$ cat src/rtl/uart_rx_core.sv
// UART receiver: 2-flop synchronized serial input, runtime-selectable 5-8 data bits,
// optional even/odd parity, 1 or 2 stop bits, single-entry holding register with ack.
module uart_rx_core #(
  parameter int BAUD_DIV = 16
) (
  input  logic       clk,
  input  logic       rst,
  input  logic       rx,
  input  logic [1:0] data_bit_num,
  input  logic       stop_bit_num,
  input  logic       parity_en,
  input  logic       parity_type,
  input  logic       rx_ack,
  output logic [7:0] rx_data,
  output logic       rx_done,
  output logic       rx_valid,
  output logic       parity_error,
  output logic       frame_error,
  output logic       overrun_error,
  output logic       rts_n
);

  localparam int CW = (BAUD_DIV > 2) ? $clog2(BAUD_DIV) : 1;
  localparam logic [CW-1:0] HALF_LAST = CW'(BAUD_DIV / 2 - 1);
  localparam logic [CW-1:0] FULL_LAST = CW'(BAUD_DIV - 1);

  typedef enum logic [2:0] {IDLE, START, DATA, PARITY, STOP} state_t;

  state_t          state_reg, state_next;
  logic            sync1_reg, rxs, rxs_prev_reg;
  logic [1:0]      settle_reg;
  logic [CW-1:0]   baud_cnt_reg;
  logic [2:0]      bit_cnt_reg;
  logic [1:0]      dbits_reg;
  logic            sbits_reg, pen_reg, ptype_reg;
  logic [7:0]      shift_reg;
  logic            par_bit_reg, ferr_reg;

  logic half_tick, full_tick, start_edge, last_data, last_stop, valid_next;
  logic start_frame, sample_data, sample_parity, sample_stop, finish;

  // Sync flops reset high; settle_reg keeps a line held low across reset release
  // from looking like a falling edge while the synchronizer refills.
  always_ff @(posedge clk or posedge rst) begin
    if (rst) begin
      sync1_reg    <= 1'b1;
      rxs          <= 1'b1;
      rxs_prev_reg <= 1'b1;
      settle_reg   <= 2'd0;
    end else begin
      sync1_reg    <= rx;
      rxs          <= sync1_reg;
      rxs_prev_reg <= rxs;
      if (settle_reg != 2'd3)
        settle_reg <= settle_reg + 2'd1;
    end
  end

  assign half_tick  = (baud_cnt_reg == HALF_LAST);
  assign full_tick  = (baud_cnt_reg == FULL_LAST);
  assign start_edge = (settle_reg == 2'd3) && rxs_prev_reg && !rxs;
  assign last_data  = (bit_cnt_reg == ({1'b0, dbits_reg} + 3'd4));
  assign last_stop  = (bit_cnt_reg == {2'b00, sbits_reg});

  always_ff @(posedge clk or posedge rst) begin
    if (rst) state_reg <= IDLE;
    else     state_reg <= state_next;
  end

  always_comb begin
    state_next = state_reg;
    case (state_reg)
      IDLE:    if (start_edge) state_next = START;
      START:   if (half_tick) state_next = rxs ? IDLE : DATA;
      DATA:    if (full_tick && last_data) state_next = pen_reg ? PARITY : STOP;
      PARITY:  if (full_tick) state_next = STOP;
      STOP:    if (full_tick && last_stop) state_next = IDLE;
      default: state_next = IDLE;
    endcase
  end

  always_comb begin
    start_frame   = 1'b0;
    sample_data   = 1'b0;
    sample_parity = 1'b0;
    sample_stop   = 1'b0;
    finish        = 1'b0;
    case (state_reg)
      IDLE:   start_frame   = start_edge;
      DATA:   sample_data   = full_tick;
      PARITY: sample_parity = full_tick;
      STOP: begin
        sample_stop = full_tick;
        finish      = full_tick && last_stop;
      end
      default: ;
    endcase
  end

  // START counts to mid-bit; every later slot is a full bit period from there.
  always_ff @(posedge clk or posedge rst) begin
    if (rst) begin
      baud_cnt_reg <= '0;
      bit_cnt_reg  <= 3'd0;
      dbits_reg    <= 2'd0;
      sbits_reg    <= 1'b0;
      pen_reg      <= 1'b0;
      ptype_reg    <= 1'b0;
      shift_reg    <= 8'h00;
      par_bit_reg  <= 1'b0;
      ferr_reg     <= 1'b0;
    end else begin
      if (state_reg == IDLE)
        baud_cnt_reg <= '0;
      else if ((state_reg == START) ? half_tick : full_tick)
        baud_cnt_reg <= '0;
      else
        baud_cnt_reg <= baud_cnt_reg + CW'(1);

      if (start_frame) begin
        bit_cnt_reg <= 3'd0;
        dbits_reg   <= data_bit_num;
        sbits_reg   <= stop_bit_num;
        pen_reg     <= parity_en;
        ptype_reg   <= parity_type;
        shift_reg   <= 8'h00;
        par_bit_reg <= 1'b0;
        ferr_reg    <= 1'b0;
      end else if (sample_data) begin
        shift_reg[bit_cnt_reg] <= rxs;
        bit_cnt_reg <= last_data ? 3'd0 : bit_cnt_reg + 3'd1;
      end else if (sample_parity) begin
        par_bit_reg <= rxs;
      end else if (sample_stop) begin
        bit_cnt_reg <= bit_cnt_reg + 3'd1;
        if (!rxs) ferr_reg <= 1'b1;
      end
    end
  end

  // An ack coinciding with completion is absorbed: the new frame stays valid.
  assign valid_next = finish || (rx_valid && !rx_ack);

  always_ff @(posedge clk or posedge rst) begin
    if (rst) begin
      rx_data       <= 8'h00;
      rx_done       <= 1'b0;
      rx_valid      <= 1'b0;
      parity_error  <= 1'b0;
      frame_error   <= 1'b0;
      overrun_error <= 1'b0;
      rts_n         <= 1'b0;
    end else begin
      rx_done       <= finish;
      overrun_error <= finish && rx_valid && !rx_ack;
      rx_valid      <= valid_next;
      rts_n         <= valid_next;
      if (finish) begin
        rx_data      <= shift_reg;
        parity_error <= pen_reg && (^shift_reg ^ par_bit_reg ^ ptype_reg);
        frame_error  <= ferr_reg || !rxs;
      end
    end
  end

endmodule

$ cat config.mk
export PLATFORM = sky130hd
export DESIGN_NAME = uart_rx_core
export DESIGN_NICKNAME = d
export VERILOG_FILES = /design/src/rtl/uart_rx_core.sv
export SDC_FILE = /design/constraint.sdc
export NUM_CORES = 1
export LEC_CHECK = 0
export CORE_UTILIZATION = 45
export CTS_CLUSTER_SIZE = 14
export DETAILED_ROUTE_END_ITERATION = 12
export PLACE_DENSITY = 0.69
export SYNTH_ARGS = -nofsm -noshare
export SYNTH_HDL_FRONTEND = slang
export SYNTH_SLANG_ARGS = --single-unit
$ cat constraint.sdc
create_clock -name clk -period 2.5 [get_ports clk]
set_clock_uncertainty 0.2 [all_clocks]
set_input_delay 0.5 -clock clk [delete_from_list [all_inputs] [get_ports clk]]
set_output_delay 0.5 -clock clk [all_outputs]
set_load 0.005 [all_outputs]
==> run summary <==
The flow ran to the end, and the final reports show no timing, DRC or antenna violations. The max-slew violation total from the final report came out at 0. Setup repair after global routing left no endpoint under its margin. The count of clock tree sinks is 43. The tool flagged a number of max-cap violations equal to 0. Count of port buffers added during placement: 22.

By area the synthesized netlist is led by sky130_fd_sc_hd__dfrtp_1 (49%), sky130_fd_sc_hd__mux2_2 (7.7%), sky130_fd_sc_hd__xnor2_1 (4.7%), sky130_fd_sc_hd__dfstp_2 (3.9%), sky130_fd_sc_hd__mux2i_1 (2.9%). The H-tree depth was 2. The final clock period utilization by the worst path was 0.8704; the overflow left after global routing was 0.

The logs give 0 for the initial antenna violation count and 0 for the number of buffers added for setup after CTS. Worst ir drop on vdd: 0.0005777 V. The start-to-end type of the worst setup path is reg -> reg.

The number of global-route vias before repair was 1,283. Setup total negative slack on the finished layout was measured at 0 ns. Counting flops and latches in the post-synthesis netlist gives 43. The HPWL after detailed placement was 2510 um; the achievable frequency was 459.5 MHz.

Sequential area share after synthesis: 0.5275. The wire length on met2 was 1762 um; the clock network latency to the later pin of the worst-skew pair was 0.29 ns. The analysis attributes to cell leakage a power of 1.072 nW.

The category of the worst setup path capture point is a register. The number of cell rows was 24; the number of remaining DRC errors was 0. Wires add up to 3655 um. After detailed routing, the wire length on met1 is 1740 um.

The most used flip-flop cell after synthesis is sky130_fd_sc_hd__dfrtp_1. Buffers inserted during clock tree synthesis total 5. The number of nets in the synthesized netlist is 189.

The region available for standard cell placement spans 0.004354 sq mm. The fraction of final layout cells with drive strength greater than 1 was 0.1515. The adder-cell area share of the yosys netlist is 0.01834, and the area growth from synthesis to layout is 17.42%. TritonCTS built the clock tree. The worst setup path is launched from a register. The floorplan step set the die height to 69.45 um.

The area of the multi-input gates is 887.1 sq um, and the proportion of netlist area held by the largest area contributor is 0.4890. In this run the power density over the cells is 815.1 mW/mm^2. The logs give 0 for the number of failing hold endpoints at the final stage and 0.001080 sq mm for the area used by sequential logic in the layout. The fraction of the mapped netlist area in compound gates came out at 0.09230. The tools report the violation count after the first detailed-routing iteration as 96.

Routability-driven placement finished with a final weighted congestion of 0.8109. The final net count is 209, and the clock transition at the register clock pins on the worst setup and hold paths after CTS is 0.08 ns. In this run the remaining antenna-violating nets after routing total 0. The global-route total usage across every layer was 0.1656. The startpoint identified for the worst register-to-register timing path is baud_cnt_reg[0]$_DFF_PP0_.

The start point of the worst hold path was sync1_reg$_DFF_PP1_. The simple logic cell fraction of the synthesized area is 0.1412. Counting I/O delays and the setup requirement, the final critical path takes 2.176 ns. The horizontal die dimension is 69.45 um. Share of flip-flops with an asynchronous set or reset after synthesis: 1.000. In this run, post-CTS repair resized a total of 0 instances.

The multiplexer area fraction after synthesis is 0.1064, and the number of antenna repair diodes is 0. For the total iterations of the first detailed-routing run, the log shows 4. The post-synthesis xor/xnor area fraction was 0.07518. The combinational family with the most area after synthesis was simple AND/OR/NAND/NOR gates.

The normalized max-slew margin came out at 0.6187. The worst hold path belongs to the class reg -> reg. Setup violations remaining at the end of the flow were counted as 0. The first global-routing pass estimated 6272 um of wire. The tree is rooted in a sky130_fd_sc_hd__clkbuf_8. The run gives 0.4701 as the initial core utilization.

After detailed routing, the number of vias per cell comes to 5.424. The tools report the count of unique library cells instantiated by Yosys as 44. During synthesis, Yosys emitted a total of 0 warnings. The final instance area was 0.002404 sq mm; the largest driver fanout on the critical path was 8.

For the post-detailed-placement cell area, the log shows 0.002286 sq mm. The tools report the maximum number of buffers from clock root to sink as 2. For the largest net degree at the start of global routing, the log shows 44.

The number of cells produced by synthesis came out at 177. For the top-level I/O count, the log shows 23. After detailed routing, the met3 layer carries 115 um of wire. Tracing the worst setup path back leads to its startpoint at baud_cnt_reg[0]$_DFF_PP0_.

The required time at the worst-slack endpoint came out at 2.51 ns. The number of enable-type register cells in the synthesized netlist is 0. The die covers 0.004823 sq mm.

For the pin with the worst max-slew slack, the measured transition is 0.5706 ns. The top routing layer in use was met4. Dividing the detail-routed wire length by the instance count gives 14.62 um. STA puts the critical path data arrival time at 2.19 ns. Fill cells in the final layout number 377. The most area-hungry cell type in the Yosys netlist is sky130_fd_sc_hd__dfrtp_1.

For the combined area of all synthesized cells, the log shows 0.002047 sq mm. Dividing the synthesized area by the synthesized cell count gives 11.56 sq um. The run gives 0 as the cts-stage hold buffer count. Total via count in the routed design: 1,356.
-- area by class of cell --
cell class,count,share of cell area
Clock buffer,6,0.03436
Clock inverter,2,0.01458
Multi-Input combinational cell,117,0.3691
Sequential cell,43,0.4492
Tap cell,52,0.02707
Timing Repair Buffer,23,0.09474
Inverter,7,0.01093
-- synthesized netlist by cell type (2+ instances only) --
cell type                   n
sky130_fd_sc_hd__a21boi_0   2
sky130_fd_sc_hd__and3_1     2
sky130_fd_sc_hd__and4_1     2
sky130_fd_sc_hd__buf_2      4
sky130_fd_sc_hd__buf_4      3
sky130_fd_sc_hd__clkbuf_1   3
sky130_fd_sc_hd__dfrtp_1   40
sky130_fd_sc_hd__dfstp_2    3
sky130_fd_sc_hd__ha_1       3
sky130_fd_sc_hd__inv_1      7
sky130_fd_sc_hd__mux2_2    14
sky130_fd_sc_hd__mux2i_1    6
sky130_fd_sc_hd__nand2_1   16
sky130_fd_sc_hd__nand2b_1   2
sky130_fd_sc_hd__nand3_1    7
sky130_fd_sc_hd__nor2_1     9
sky130_fd_sc_hd__nor2b_1    3
sky130_fd_sc_hd__nor3_1     2
sky130_fd_sc_hd__o211ai_1   2
sky130_fd_sc_hd__o21ai_0    6
sky130_fd_sc_hd__o311ai_0   3
sky130_fd_sc_hd__o31ai_1    2
sky130_fd_sc_hd__o41ai_1    2
sky130_fd_sc_hd__xnor2_1   11
sky130_fd_sc_hd__xor2_1     4
-- cells by family after synthesis --
| group | count (synthesis) |
|---|---|
| xor+xnor | 16 |
| buf+inv | 17 |
| mux | 20 |
| flops | 43 |
| simple gates | 52 |
| compound gates | 26 |
| fa+ha+maj | 3 |
-- critical path, stage by stage, from the launching register on --
cell and delay, ns:
sky130_fd_sc_hd__dfrtp_1 0.37, sky130_fd_sc_hd__ha_1 0.24, sky130_fd_sc_hd__and3_1 0.35, sky130_fd_sc_hd__nand4b_1 0.32, sky130_fd_sc_hd__nor3b_1 0.38, sky130_fd_sc_hd__mux2i_1 0.24
-- layer usage --
metal	track usage	vias up
li1	-	667
met3	0.04506	6
met1	0.2159	658
met2	0.2665	25
met5	0	-
met4	0.05669	0
-- worst paths after layout --
| check | to | slack, ns | depth (start not counted) |
|---|---|---|---|
| setup reg to reg | shift_reg[2]$_DFFE_PP0P_ | 0.32 | 5 |
| min in group asynchronous | settle_reg[0]$_DFFE_PP0P_ | 0.44 | 3 |
| hold / removal | rxs$_DFF_PP1_ | 0.16 | 0 |
| max in group asynchronous | sync1_reg$_DFF_PP1_ | 1.29 | 3 |
| setup / recovery | shift_reg[2]$_DFFE_PP0P_ | 0.32 | 5 |
| hold reg to reg | rxs$_DFF_PP1_ | 0.16 | 0 |
-- per-stage QoR --
stage,utilization,hold slack [ns],std cells,power (mW),setup slack (ns)
CTS,0.5520,0.1578,250,1.976,0.3269
floorplan,-,0.1452,177,1.315,0.6088
finish,0.5520,0.1565,250,1.959,0.3239
detailed placement,0.5250,0.1468,242,1.417,0.3484
global placement,0.5250,0.1470,242,1.391,0.3953
global route,0.5520,0.1605,250,2.077,0.1398
-- placed cells by master (no fill, tap or decap), types with 4 or more instances in the layout --
cell type	count
sky130_fd_sc_hd__clkdlybuf4s50_1	22
sky130_fd_sc_hd__o21ai_0	6
sky130_fd_sc_hd__xnor2_1	11
sky130_fd_sc_hd__mux2i_1	6
sky130_fd_sc_hd__clkbuf_8	6
sky130_fd_sc_hd__nand2_1	16
sky130_fd_sc_hd__mux2_2	14
sky130_fd_sc_hd__xor2_1	4
sky130_fd_sc_hd__nor2_1	9
sky130_fd_sc_hd__inv_1	7
sky130_fd_sc_hd__nand3_1	7
sky130_fd_sc_hd__dfrtp_1	40
-- power breakdown --
part	switching, mW	internal, mW	total (mW)	leakage [nW]
registers	0.145	0.797	0.942	0.560
logic	0.230	0.234	0.464	0.450
clock network	0.230	0.323	0.553	0.0612
Power figures use the tool's default switching activity.
